--- config.mk ---
export PLATFORM = sky130hd
export DESIGN_NAME = trace_replay_ctrl
export DESIGN_NICKNAME = d
export VERILOG_FILES = /design/src/rtl/trace_replay_ctrl.sv
export SDC_FILE = /design/constraint.sdc
export NUM_CORES = 1
export LEC_CHECK = 0
export ABC_AREA = 0
export BUFFER_PORTS_ARGS = -buffer_cell sky130_fd_sc_hd__buf_2
export CAP_MARGIN = 40
export CORE_ASPECT_RATIO = 0.75
export CORE_MARGIN = 3
export CORE_UTILIZATION = 35
export DETAILED_ROUTE_END_ITERATION = 8
export SETUP_SLACK_MARGIN = 0.05
export SYNTH_ARGS = -nofsm -noshare
export SYNTH_HDL_FRONTEND = slang
export SYNTH_SLANG_ARGS = --single-unit
--- constraint.sdc ---
create_clock -name i_clk -period 4.4 [get_ports i_clk]
set_clock_uncertainty 0.05 [all_clocks]
set_input_delay 0.88 -clock i_clk [delete_from_list [all_inputs] [get_ports i_clk]]
set_output_delay 0.88 -clock i_clk [all_outputs]
set_load 0.01 [all_outputs]
--- src/rtl/trace_replay_ctrl.sv ---
// trace_replay_ctrl: walks a trace ROM from address 0 and turns each entry into
// PIFO push transactions (valid/ready) or timed idle gaps.
//
// Ports:
//   i_clk, i_arst_n          clock, asynchronous active-low reset
//   i_start, i_loop          start replay (IDLE/DONE only), wrap at last address
//   o_rom_read_en/o_rom_addr ROM fetch request; i_rom_data is combinational
//   o_push_*/i_push_ready    push handshake and fields toward the PIFO
//   o_busy, o_done           status (FETCH/PUSH/WAIT, DONE)
//   o_push_count             accepted pushes since last start (saturating)
//
// Optional build macro TRACE_REPLAY_STATS_EN adds o_stall_cnt (valid && !ready
// cycles) and o_run_cycles (busy cycles), both saturating and cleared on start.
//
// Entry format (MSBs = type): 01 PACKET {pri, tree, meta, data}, 00 IDLE count,
// 11 END, 10 reserved (IDLE with count 0).
module trace_replay_ctrl #(
   parameter int unsigned PTW       = 16,
   parameter int unsigned MTW       = 16,
   parameter int unsigned TREE_NUM  = 4,
   parameter int unsigned ROM_SIZE  = 8,
   parameter int unsigned IDLECYCLE = 1024,
   localparam int unsigned TREE_NUM_BITS   = $clog2(TREE_NUM),
   localparam int unsigned ROM_WIDTH       = $clog2(ROM_SIZE),
   localparam int unsigned IDLECYCLE_BITS  = $clog2(IDLECYCLE),
   localparam int unsigned PKT_BITS        = 2 * PTW + TREE_NUM_BITS + MTW,
   localparam int unsigned TRACE_DATA_BITS =
      ((IDLECYCLE_BITS > PKT_BITS) ? IDLECYCLE_BITS : PKT_BITS) + 2
) (
   input  logic                       i_clk,
   input  logic                       i_arst_n,
   input  logic                       i_start,
   input  logic                       i_loop,
   output logic                       o_rom_read_en,
   output logic [ROM_WIDTH-1:0]       o_rom_addr,
   input  logic [TRACE_DATA_BITS-1:0] i_rom_data,
   output logic                       o_push_valid,
   input  logic                       i_push_ready,
   output logic [PTW-1:0]             o_push_priority,
   output logic [TREE_NUM_BITS-1:0]   o_push_tree_id,
   output logic [MTW-1:0]             o_push_meta,
   output logic [PTW-1:0]             o_push_data,
`ifdef TRACE_REPLAY_STATS_EN
   output logic [31:0]                o_stall_cnt,
   output logic [31:0]                o_run_cycles,
`endif
   output logic                       o_busy,
   output logic                       o_done,
   output logic [31:0]                o_push_count
);

   typedef enum logic [2:0] {StIdle, StFetch, StPush, StWait, StDone} state_e;

   localparam logic [ROM_WIDTH-1:0] LAST_ADDR = ROM_WIDTH'(ROM_SIZE - 1);

   state_e                    state;
   logic [IDLECYCLE_BITS-1:0] idle_cnt;

   // Decoded fields of the ROM word presented this cycle
   logic [1:0]                entry_type;
   logic [PTW-1:0]            rom_data_f;
   logic [MTW-1:0]            rom_meta_f;
   logic [TREE_NUM_BITS-1:0]  rom_tree_f;
   logic [PTW-1:0]            rom_pri_f;
   logic [IDLECYCLE_BITS-1:0] rom_idle_f;
   logic                      advance;
   logic                      at_last;

   always_comb begin
      entry_type = i_rom_data[TRACE_DATA_BITS-1 -: 2];
      rom_data_f = i_rom_data[PTW-1:0];
      rom_meta_f = i_rom_data[PTW +: MTW];
      rom_tree_f = i_rom_data[PTW+MTW +: TREE_NUM_BITS];
      rom_pri_f  = i_rom_data[PTW+MTW+TREE_NUM_BITS +: PTW];
      rom_idle_f = i_rom_data[IDLECYCLE_BITS-1:0];
      // Leave the current entry: push accepted, or the idle gap has expired
      advance    = ((state == StPush) && i_push_ready) ||
                   ((state == StWait) && (idle_cnt == '0));
      at_last    = (o_rom_addr == LAST_ADDR);
   end

   always_ff @(posedge i_clk or negedge i_arst_n) begin
      if (!i_arst_n) begin
         state           <= StIdle;
         idle_cnt        <= '0;
         o_rom_read_en   <= 1'b0;
         o_rom_addr      <= '0;
         o_push_valid    <= 1'b0;
         o_push_priority <= '0;
         o_push_tree_id  <= '0;
         o_push_meta     <= '0;
         o_push_data     <= '0;
         o_busy          <= 1'b0;
         o_done          <= 1'b0;
         o_push_count    <= '0;
`ifdef TRACE_REPLAY_STATS_EN
         o_stall_cnt     <= '0;
         o_run_cycles    <= '0;
`endif
      end else begin
`ifdef TRACE_REPLAY_STATS_EN
         if (o_push_valid && !i_push_ready && (o_stall_cnt != '1)) begin
            o_stall_cnt <= o_stall_cnt + 32'd1;
         end
         if (o_busy && (o_run_cycles != '1)) begin
            o_run_cycles <= o_run_cycles + 32'd1;
         end
`endif
         unique case (state)
            StIdle, StDone: begin
               if (i_start) begin
                  state         <= StFetch;
                  o_rom_addr    <= '0;
                  o_rom_read_en <= 1'b1;
                  o_push_count  <= '0;
                  o_busy        <= 1'b1;
                  o_done        <= 1'b0;
`ifdef TRACE_REPLAY_STATS_EN
                  o_stall_cnt   <= '0;
                  o_run_cycles  <= '0;
`endif
               end
            end
            StFetch: begin
               o_rom_read_en <= 1'b0;
               unique case (entry_type)
                  2'b01: begin
                     o_push_priority <= rom_pri_f;
                     o_push_tree_id  <= rom_tree_f;
                     o_push_meta     <= rom_meta_f;
                     o_push_data     <= rom_data_f;
                     o_push_valid    <= 1'b1;
                     state           <= StPush;
                  end
                  2'b11: begin
                     state  <= StDone;
                     o_busy <= 1'b0;
                     o_done <= 1'b1;
                  end
                  2'b00: begin
                     idle_cnt <= rom_idle_f;
                     state    <= StWait;
                  end
                  default: begin
                     idle_cnt <= '0;
                     state    <= StWait;
                  end
               endcase
            end
            StPush: begin
               if (i_push_ready) begin
                  o_push_valid <= 1'b0;
                  if (o_push_count != '1) begin
                     o_push_count <= o_push_count + 32'd1;
                  end
               end
            end
            StWait: begin
               if (idle_cnt != '0) begin
                  idle_cnt <= idle_cnt - 1'b1;
               end
            end
            default: state <= StIdle;
         endcase

         if (advance) begin
            if (!at_last || i_loop) begin
               state         <= StFetch;
               o_rom_read_en <= 1'b1;
               o_rom_addr    <= at_last ? '0 : o_rom_addr + 1'b1;
            end else begin
               state  <= StDone;
               o_busy <= 1'b0;
               o_done <= 1'b1;
            end
         end
      end
   end

endmodule
After elaboration in Yosys (flattened, before gate mapping)
Cells that the tools add are included.
W data, S select, Z words.
{"block": "word_totals", "register_bits": 102, "output_inout_bits": 89}
{"block": "op_classes", "n_eq_ne": 16, "addsub": 3, "mux": 34, "reduce_logical": 20}
{"op": "$mux W32", "count": 3}
{"op": "$pmux W32 S2", "count": 1}
{"op": "$pmux W10 S2", "count": 2}
{"op": "$add A32 B1 Y32 const B", "count": 1}
{"op": "$ne A32 B32 Y1 const B", "count": 1}
{"op": "$mux W3", "count": 8}
{"op": "$mux W1", "count": 13}
{"op": "$logic_not A10 Y1", "count": 1}
{"op": "$mux W10", "count": 1}
{"op": "$reduce_bool A10 Y1", "count": 1}
{"op": "$sub A10 B1 Y10 const B", "count": 1}
{"op": "$pmux W3 S3", "count": 1}
{"op": "$ne A2 B2 Y1 const B", "count": 4}
{"op": "$pmux W1 S2", "count": 4}
{"op": "$eq A3 B2 Y1 const B", "count": 2}
{"op": "$eq A3 B3 Y1 const B", "count": 2}
{"op": "$ne A2 B1 Y1 const B", "count": 3}
{"op": "$pmux W3 S2", "count": 1}
{"op": "$reduce_and A3 Y1", "count": 2}
{"op": "$reduce_bool A2 Y1", "count": 3}
{"op": "$reduce_or A2 Y1", "count": 3}
{"op": "$reduce_and A2 Y1", "count": 2}
{"op": "$reduce_and A4 Y1", "count": 1}
{"op": "$add A3 B1 Y3 const B", "count": 1}
{"op": "9 further kinds", "count": 11}

Longest topological paths before layout
Gate-level depths: netlist (run 1).
{"block": "logic_depth", "depth_word": 5, "ltp_mapped": 8}

Worst setup path before layout (run 1)
OpenSTA, ideal clock, no wires.
{"block": "synth_timing", "path_kind": "in2reg", "start": "input port i_rom_data[50]", "end": "register o_push_data[0]", "arrival_ns": 2.028, "stages": 4, "setup_slack_ns": 2.197, "setup_time_ns": 0.125, "required_ns": 4.225, "cell_sequence": "nor2b_1 nor3b_1 buf_2 mux2_2"}
{"block": "synth_between", "elab_chain_cells": 2}
{"element": "start, declared", "line": "36", "source": "input logic [TRACE_DATA_BITS-1:0] i_rom_data,"}
{"element": "$eq A2 B1 Y1", "line": "126", "source": "unique case (entry_type)"}
{"element": "$reduce_and A2 Y1 (no source line)"}
{"element": "end signal, assigned", "line": "131", "source": "o_push_data <= rom_data_f;"}
{"element": "end, declared", "line": "42", "source": "output logic [PTW-1:0] o_push_data,"}
Every way passes these cells.
A chain may end at the register's enable or synchronous reset.

Worst setup path after layout (run 1)
{"block": "layout_timing", "start": "register o_push_count[0]", "end": "register o_push_count[5]"}
{"block": "layout_between", "elab_chain_cells": 4, "elab_cells_between_ends": 7, "cone_classes": "add/sub (1); eq/ne (2); mux (3); reduce/logical (1)"}
{"element": "start, declared", "line": "49", "source": "output logic [31:0] o_push_count"}
{"element": "start signal, assigned", "line": "154", "source": "o_push_count <= o_push_count + 32'd1;"}
{"element": "$add A32 B1 Y32", "line": "154"}
{"element": "$mux W32", "line": "153", "source": "if (o_push_count != '1) begin"}
{"element": "$mux W32", "line": "151", "source": "if (i_push_ready) begin"}
{"element": "$pmux W32 S2", "line": "109", "source": "unique case (state)"}
Parallel ways exist; a longest one is shown, timed or not. The select of a mux whose other input is x is not followed.

==> results.yml, run 1 <==
status:
  status: "finished clean"
logic_synthesis:
  postSynth.asyncResetShare: 1.00
  synthCells: 440
  avgSynthCellArea_sq_um: 10.9
  synth.ff_latch_count: 102
  synth_nets: 501
  yosysMostFrequentCell: "dfrtp_1"
  synthTopCellsByCount: "102 x dfrtp_1, 50 x mux2_2, 32 x a21oi_1, 32 x nand2_1, 29 x o21ai_0"
  synth.top_cells.by_area: "dfrtp_1 53%, mux2_2 12%, a21oi_1 3.3%"
  yosysWarnings: 0
  dominantRegCellSynth: "dfrtp_1"
  synth_enable_flop_cells: 0
  synth.lib_cells_used.distinct: 53
  share_of_the_synthesized_area_in_the_top_cell_type: 0.532
  cell_area_synth_sq_um: 4800
  ys_seq_area_frac: 0.532
  synth.largest_area_cell: "dfrtp_1"
worst_setup_path:
  timing_worst_setup_path_type: "reg -> reg"
  endpoint_kind: "flop"
  worstPathRequired_ps: 4620
  critical_path.slowest_cell: "a31o_1"
  critical_path_buf_inv_count: 1
  critical_path.top_delay_family: "compound AO/OA/AOI/OAI gates"
  cp_cell_sequence: "ha_1 -> nand3_2 -> nor4_4 -> buf_4 -> a31o_1 -> nand2_4 -> a31oi_1"
  slowest_delay_ps: 640
  start_kind: "flop"
  cp_data_arrival_time_ps: 2930
  worst-r2r-cell-count: 7
  worstPathMaxFanout: 19
  cp.depth: 7
finish:
  multi_input_area_sq_um: 2100
  seqCellArea_sq_um: 2550
  design.final.nets: 639
  n_fill_cell: 1252
  finalNonFillerCells: 754
  post_route_cells_drive_above_1_share: 0.388
  design_area_sq_um: 6000
  layout-area-overhead-vs-synth_pct: 25.0
  insertedDiodeCount: 0
cts:
  tritoncts: "done"
  cts_h_tree_depth: 3
  numCtsBuffers: 9
  clock_tree.root_cell: "clkbuf_16"
  clkSinkCount: 102
  clock_insertion_delay_worst_skew_ps: 350
  post_cts.repair.setup_buffers: 0
  maximum_buffer_depth_of_the_clock_tree: 2
  post_cts_hold_buffer_count: 0
  cts_repair_resizes: 0
  clk_transition_reported_paths_ps: 80
global_routing:
  grt_use_total: 0.165
  globalRouteMet1Util: 0.226
  grt_start_max_net_pins: 65
  grt.overflow.total: 0
  first_global_vias: 3900
  grt_use_met2: 0.250
  wire_length_of_the_first_global_routing_pass_um: 20200
  grt_antenna_before_repair: 0
  top_usage_layer: "met2"
  gr-usage-met3: 0.0511
routing:
  drt-pass1-iter-count: 5
  viasPerCell: 5.43
  count_of_vias_placed_by_the_detailed_router: 4092
  wl_um: 12600
  post_drt_wl_per_cell_um: 16.7
  drc_markers: 0
  drtAntennaViolNets: 0
  drt_first_iter_violations: 365
sta:
  setup_viol: 0
  maxSlewViolCount: 0
  fin_hold_ws_ps: 449
  worst-slew-pin-transition_ps: 717
  final_hold_violation_count: 0
  fin_crit_sh: 0.616
  totalNegativeSetupSlack_ps: 0
  relSlewSlack: 0.522
  post-route-min-period_ps: 2710
  fmax_mhz: 369
  setup_repair_after_global_routing_missed_its_margin: "false"
pwr:
  total_power_uw: 3690
  power.density_nw_per_um2: 616
  p_leak_uw: 0.00286
  worst_ir_drop_vdd_uv: 288
floorplanning:
  std_cell_rows: 36
  design.die.area_sq_um: 15200
  starting_density_of_the_core: 0.364
  core_area_sq_um: 13200
  floorplan.io_pins: 146
  floorplan.die.width_um: 141
  dieHeight_um: 107
place:
  detailed_place.area_sq_um: 5690
  dp.final_hpwl_um: 8800
  port_buffers: 145
  place_congestion: 0.792
  cell_count_after_placement: 738
min_path:
  min_path_type: "reg -> reg"
  worstHoldPathCells: 2
job:
  max_cap_viol_count: 0
## layout make-up
class	instances	share of cell area
sequential	102	0.425
multi-input combinational	305	0.350
timing repair buffer	151	0.132
clock buffer	9	0.0375
tap	171	0.0357
clock inverter	7	0.0138
inverter	9	0.00563
## worst reg2reg max path, cell delays in order (launching register included)
cell	delay, ps
dfrtp_1	450
ha_1	240
nand3_2	170
nor4_4	280
buf_4	250
a31o_1	650
nand2_4	290
a31oi_1	260
## state kept, by name, summed over array words and instances (netlist names)
name	cells
o_push_tree_id	2
o_done	1
o_busy	1
o_push_meta	16
o_rom_addr	3
o_push_valid	1
idle_cnt	10
o_push_count	32
o_rom_read_en	1
state	3
o_push_priority	16
o_push_data	16
## per-stage QoR
| step | setup WS (ps) | util |
|---|---|---|
| floorplan | 2200 | - |
| global placement | 1760 | 0.429 |
| detailed placement | 1740 | 0.431 |
| CTS | 1700 | 0.455 |
| global route | 1490 | 0.455 |
| finish | 1690 | 0.455 |
## per-layer routing
metal	vias to the layer above	routed length [um]
li1	1923	-
met1	2026	5510
met3	10	862
met4	0	129
met5	-	0
met2	133	6050
## worst paths after layout
kind                                              from                         endpoint  slack [ps]
max                        o_push_count[0]$_DFFE_PN0P_      o_push_count[5]$_DFFE_PN0P_        1690
min                                   o_done$_DFF_PN0_                 o_done$_DFF_PN0_         450
max reg2reg                o_push_count[0]$_DFFE_PN0P_      o_push_count[5]$_DFFE_PN0P_        1690
min reg2reg                           o_done$_DFF_PN0_                 o_done$_DFF_PN0_         450
max in group asynchronous                     i_arst_n  o_push_priority[10]$_DFFE_PN0P_        3010
min in group asynchronous                     i_arst_n       o_push_data[7]$_DFFE_PN0P_         470
## power by group
group | switching, uW | leakage, uW | total [uW] | internal (uW)
logic | 790 | 0.00141 | 1390 | 596
clock network | 379 | 0.000149 | 829 | 450
registers | 219 | 0.00130 | 1480 | 1260
## cell usage in the layout, fill, tap and decap left out, types with 14 or more instances in the layout
| cell | instances |
|---|---|
| nand2_1 | 32 |
| nand4_1 | 15 |
| a31oi_1 | 25 |
| dfrtp_1 | 102 |
| mux2_2 | 50 |
| a21oi_1 | 32 |
| o21ai_0 | 29 |
| buf_2 | 144 |
| nor2_1 | 27 |
| nand3_1 | 14 |
## cells by family (layout without fill, tap and decap cells)
family | count (synthesis) | count (layout) | share of synthesized area
muxes | 56 | 56 | 0.130
DFF | 102 | 102 | 0.532
adders and majority gates | 4 | 4 | 0.0104
and+or+nand+nor | 128 | 128 | 0.146
buffers and inverters | 33 | 176 | 0.0323
AOI/OAI and AO/OA | 117 | 117 | 0.150
No activity file was read; power rests on OpenSTA's default activity.
==> run 2, diff against run 1 <==
==> constraint.sdc (replaced) <==
create_clock -name i_clk -period 2.27 [get_ports i_clk]
set_clock_uncertainty 0.05 [all_clocks]
set_input_delay 0.454 -clock i_clk [delete_from_list [all_inputs] [get_ports i_clk]]
set_output_delay 0.454 -clock i_clk [all_outputs]
set_load 0.01 [all_outputs]
==> results.yml, run 2 (synthesized netlist as in run 1, its figures left out) <==
status:
  status: "finished clean"
floorplanning:
  floorplan.die.width_um: 141
  core_area_sq_um: 13200
  design.die.area_sq_um: 15200
  std_cell_rows: 36
  dieHeight_um: 107
  starting_density_of_the_core: 0.364
  floorplan.io_pins: 146
sta:
  setup_repair_after_global_routing_missed_its_margin: "true"
  post-route-min-period_ps: 2090
  fin_crit_sh: 0.920
  setup_viol: 0
  maxSlewViolCount: 0
  final_hold_violation_count: 0
  relSlewSlack: 0.586
  totalNegativeSetupSlack_ps: 0
  worst-slew-pin-transition_ps: 616
  fmax_mhz: 479
cts:
  clock_insertion_delay_worst_skew_ps: 340
  clkSinkCount: 102
  cts_h_tree_depth: 3
  post_cts_hold_buffer_count: 0
  clock_tree.root_cell: "clkbuf_16"
  tritoncts: "done"
  numCtsBuffers: 9
  clk_transition_reported_paths_ps: 70
  maximum_buffer_depth_of_the_clock_tree: 2
global_routing:
  grt_antenna_before_repair: 0
  first_global_vias: 3932
  grt_start_max_net_pins: 51
  grt.overflow.total: 0
  wire_length_of_the_first_global_routing_pass_um: 20300
  grt_use_total: 0.165
routing:
  wl_um: 12800
  drtAntennaViolNets: 0
  post_drt_wl_per_cell_um: 16.5
  drt-pass1-iter-count: 5
  drt_first_iter_violations: 290
  count_of_vias_placed_by_the_detailed_router: 4133
  viasPerCell: 5.34
  drc_markers: 0
worst_setup_path:
  worstPathRequired_ps: 2500
  endpoint_kind: "flop"
  startpoint: "o_push_count[0]$_DFFE_PN0P_"
  timing_worst_setup_path_type: "reg -> reg"
  start_kind: "flop"
  cp_data_arrival_time_ps: 2320
  worstPathMaxFanout: 10
  worstReg2RegStart: "o_push_count[0]$_DFFE_PN0P_"
place:
  dp.final_hpwl_um: 9260
  place_congestion: 0.872
  port_buffers: 145
finish:
  max_flop_register: "o_push_count"
  design.final.nets: 659
  post_route_cells_drive_above_1_share: 0.410
  mostFrequentLayoutCell: "buf_2"
  most-common-layout-cells: "144 x buf_2, 102 x dfrtp_1, 50 x mux2_2"
  layout-area-overhead-vs-synth_pct: 28.9
  number_of_flip_flops_under_the_largest_register_name: 32
  final_core_utilization: 0.469
  insertedDiodeCount: 0
job:
  max_cap_viol_count: 0
pwr:
  power.density_nw_per_um2: 1190
  p_leak_uw: 0.00296
  worst_ir_drop_vdd_uv: 557
min_path:
  min_path_type: "in -> async"
-- run 2: final timing paths --
check	endpoint	cells after the start	slack [ps]
worst max-delay path	o_push_count[25]$_DFFE_PN0P_	7	180
worst min-delay path	o_push_data[10]$_DFFE_PN0P_	1	10
worst max register to register	o_push_count[25]$_DFFE_PN0P_	7	180
worst min register to register	o_push_count[23]$_DFFE_PN0P_	1	450
max in group asynchronous	o_push_count[27]$_DFFE_PN0P_	2	1520
min in group i_clk	o_push_meta[2]$_DFFE_PN0P_	2	290
-- run 2: metal layers --
metal | share of wire | GRT usage
met3 | 0.059 | 0.0444
met5 | 0 | 0
met4 | 0.0070 | 0.0415
met2 | 0.48 | 0.257
met1 | 0.46 | 0.229
-- run 2: report_power, final --
| group | total [uW] | leakage (uW) | switching (uW) | internal [uW] |
|---|---|---|---|---|
| Clock | 1700 | 0.000156 | 716 | 984 |
| Combinational | 2840 | 0.00151 | 1590 | 1250 |
| Sequential | 2830 | 0.00130 | 390 | 2440 |
-- run 2: per-stage QoR --
step                hold slack (ps)  area [sq um]  cells  setup WS, ps  power, uW
CTS                            13.9          6140    769          73.8       7460
floorplan                       108          4800    440           202       4540
finish                         12.2          6190    774           183       7370
detailed placement              384          5810    753          8.08       5710
global route                   32.2          6190    774          46.4       7880
global placement                383          5810    753           116       5620
-- run 2: cell type report --
class | instances | area [sq um]
tap | 171 | 214
multi-input combinational | 305 | 2100
clock inverter | 7 | 106
timing repair buffer | 171 | 952
sequential | 102 | 2550
clock buffer | 9 | 225
fill | 1239 | 7010
inverter | 9 | 33.8
-- run 2: worst max-delay path, cell delays in order (launching register included) --
cell	delay (ps)
dfrtp_1	440
ha_1	260
nand3_2	160
nor4_4	70
a31o_1	270
buf_4	190
or4_1	480
nand3_1	100
-- run 2: timing repair --
action                                  in CTS  in global routing
endpoints found under the setup margin       2                 17
buffers inserted                             0                  5
pin swaps                                    1                  3
resized for setup                            0                  2
gates cloned                                 0                  0
==> run 3, diff against run 2 <==
--- a/config.mk
+++ b/config.mk
@@ -9,9 +9,10 @@
 export BUFFER_PORTS_ARGS = -buffer_cell sky130_fd_sc_hd__buf_2
 export CAP_MARGIN = 40
 export CORE_ASPECT_RATIO = 0.75
-export CORE_MARGIN = 3
+export CORE_MARGIN = 8
 export CORE_UTILIZATION = 35
 export DETAILED_ROUTE_END_ITERATION = 8
+export MAX_ROUTING_LAYER = met4
 export SETUP_SLACK_MARGIN = 0.05
 export SYNTH_ARGS = -nofsm -noshare
 export SYNTH_HDL_FRONTEND = slang
==> results.yml, run 3 (synthesized netlist as in run 1, its figures left out) <==
cts:
  clkSinkCount: 102
  clock_tree.root_cell: "clkbuf_16"
  numCtsBuffers: 9
  clk_transition_reported_paths_ps: 80
  post_cts_hold_buffer_count: 0
  cts_h_tree_depth: 3
  maximum_buffer_depth_of_the_clock_tree: 2
  clock_insertion_delay_worst_skew_ps: 350
  tritoncts: "done"
global_routing:
  grt_start_max_net_pins: 37
  wire_length_of_the_first_global_routing_pass_um: 21900
  grt.overflow.total: 0
  grt_antenna_before_repair: 0
  grt_use_total: 0.157
  first_global_vias: 4289
sta:
  post-route-min-period_ps: 2060
  worst-slew-pin-transition_ps: 632
  setup_viol: 0
  setup_repair_after_global_routing_missed_its_margin: "false"
  relSlewSlack: 0.575
  totalNegativeSetupSlack_ps: 0
  fin_crit_sh: 0.907
  final_hold_violation_count: 0
  fmax_mhz: 486
  maxSlewViolCount: 0
worst_setup_path:
  cp_data_arrival_time_ps: 2280
  critical_path.slowest_cell: "or4_1"
  endpoint_kind: "flop"
  worstPathMaxFanout: 6
  startpoint: "o_push_count[1]$_DFFE_PN0P_"
  worst-r2r-cell-count: 7
  r2r_end: "o_push_count[25]$_DFFE_PN0P_"
  worstPathRequired_ps: 2490
  timing_worst_setup_path_type: "reg -> reg"
  worstReg2RegStart: "o_push_count[1]$_DFFE_PN0P_"
  cp_cell_sequence: "ha_1 -> nand3_2 -> nor4_4 -> a31o_2 -> buf_4 -> or4_1 -> nand3_1"
  reg2reg_setup_slack_ps: 210
  slowest_delay_ps: 460
  critical_path_buf_inv_count: 1
  critical_path.top_delay_family: "simple AND/OR/NAND/NOR gates"
  start_kind: "flop"
place:
  place_congestion: 0.815
  detailed_place.area_sq_um: 5870
  port_buffers: 145
  dp.final_hpwl_um: 10100
floorplanning:
  floorplan.io_pins: 146
  core_area_sq_um: 13600
  starting_density_of_the_core: 0.354
  std_cell_rows: 37
  dieHeight_um: 117
  floorplan.die.width_um: 151
  design.die.area_sq_um: 17800
min_path:
  min_path_type: "in -> async"
finish:
  design_area_sq_um: 6190
  insertedDiodeCount: 0
  layout-area-overhead-vs-synth_pct: 28.9
  max_flop_register: "o_push_count"
  most-common-layout-cells: "144 x buf_2, 102 x dfrtp_1, 50 x mux2_2"
  post_route_cells_drive_above_1_share: 0.415
  n_fill_cell: 1266
  mostFrequentLayoutCell: "buf_2"
  number_of_flip_flops_under_the_largest_register_name: 32
  design.final.nets: 663
routing:
  drt_first_iter_violations: 354
  post_drt_wl_per_cell_um: 17.3
  wl_um: 13500
  drt-pass1-iter-count: 5
  count_of_vias_placed_by_the_detailed_router: 4148
  drc_markers: 0
  viasPerCell: 5.30
  drtAntennaViolNets: 0
job:
  max_cap_viol_count: 0
pwr:
  power.density_nw_per_um2: 1180
  p_leak_uw: 0.00298
  worst_ir_drop_vdd_uv: 534
status:
  status: "finished clean"
==> run 3: routing by layer <==
metal,GRT usage,vias up,part of all wire
li1,-,1960,-
met1,0.195,2055,0.45
met5,-,-,0
met2,0.247,120,0.49
met3,0.0392,13,0.050
met4,0.0469,0,0.012
==> run 3: worst reg2reg max path: stages, from the launching register on <==
cell and delay, ps:
dfrtp_1 440, ha_1 240, nand3_2 150, nor4_4 60, a31o_2 300, buf_4 160, or4_1 460, nand3_1 110
==> run 3: repair_timing <==
item,in CTS,in global routing
endpoints found under the setup margin,0,28
gates resized for setup,0,3
buffers inserted,0,0
==> run 3: area by class of cell <==
type	instances	area, sq um	area share
multi-input combinational	305	2110	0.340
clock inverter	4	55.1	0.00890
inverter	9	33.8	0.00546
sequential	102	2550	0.412
tap	175	219	0.0354
timing repair buffer	175	966	0.156
clock buffer	12	256	0.0414
==> run 3: worst max path at each step <==
stage                                              end  cells past startpoint
after global routing           idle_cnt[0]$_DFFE_PN0P_                      7
after CTS                      idle_cnt[0]$_DFFE_PN0P_                      7
final                     o_push_count[25]$_DFFE_PN0P_                      7
after global placement         idle_cnt[0]$_DFFE_PN0P_                      7
after detailed placement       idle_cnt[0]$_DFFE_PN0P_                      7
after floorplan           o_push_count[11]$_DFFE_PN0P_                      7
==> run 3: where the power goes <==
group          switching [uW]  internal, uW
clock                     674           920
sequential                401          2440
combinational            1600          1260
total                    2680          4620
==> run 3: per-stage QoR <==
stage	util	hold slack (ps)	setup slack [ps]	total power (uW)	cells
after detailed placement	0.433	398	79.0	5750	766
after floorplan	-	108	202	4540	440
after global routing	0.456	43.5	102	7810	782
final	0.456	8.18	212	7300	782
after CTS	0.456	18.6	63.2	7380	782
after global placement	0.433	396	127	5640	766
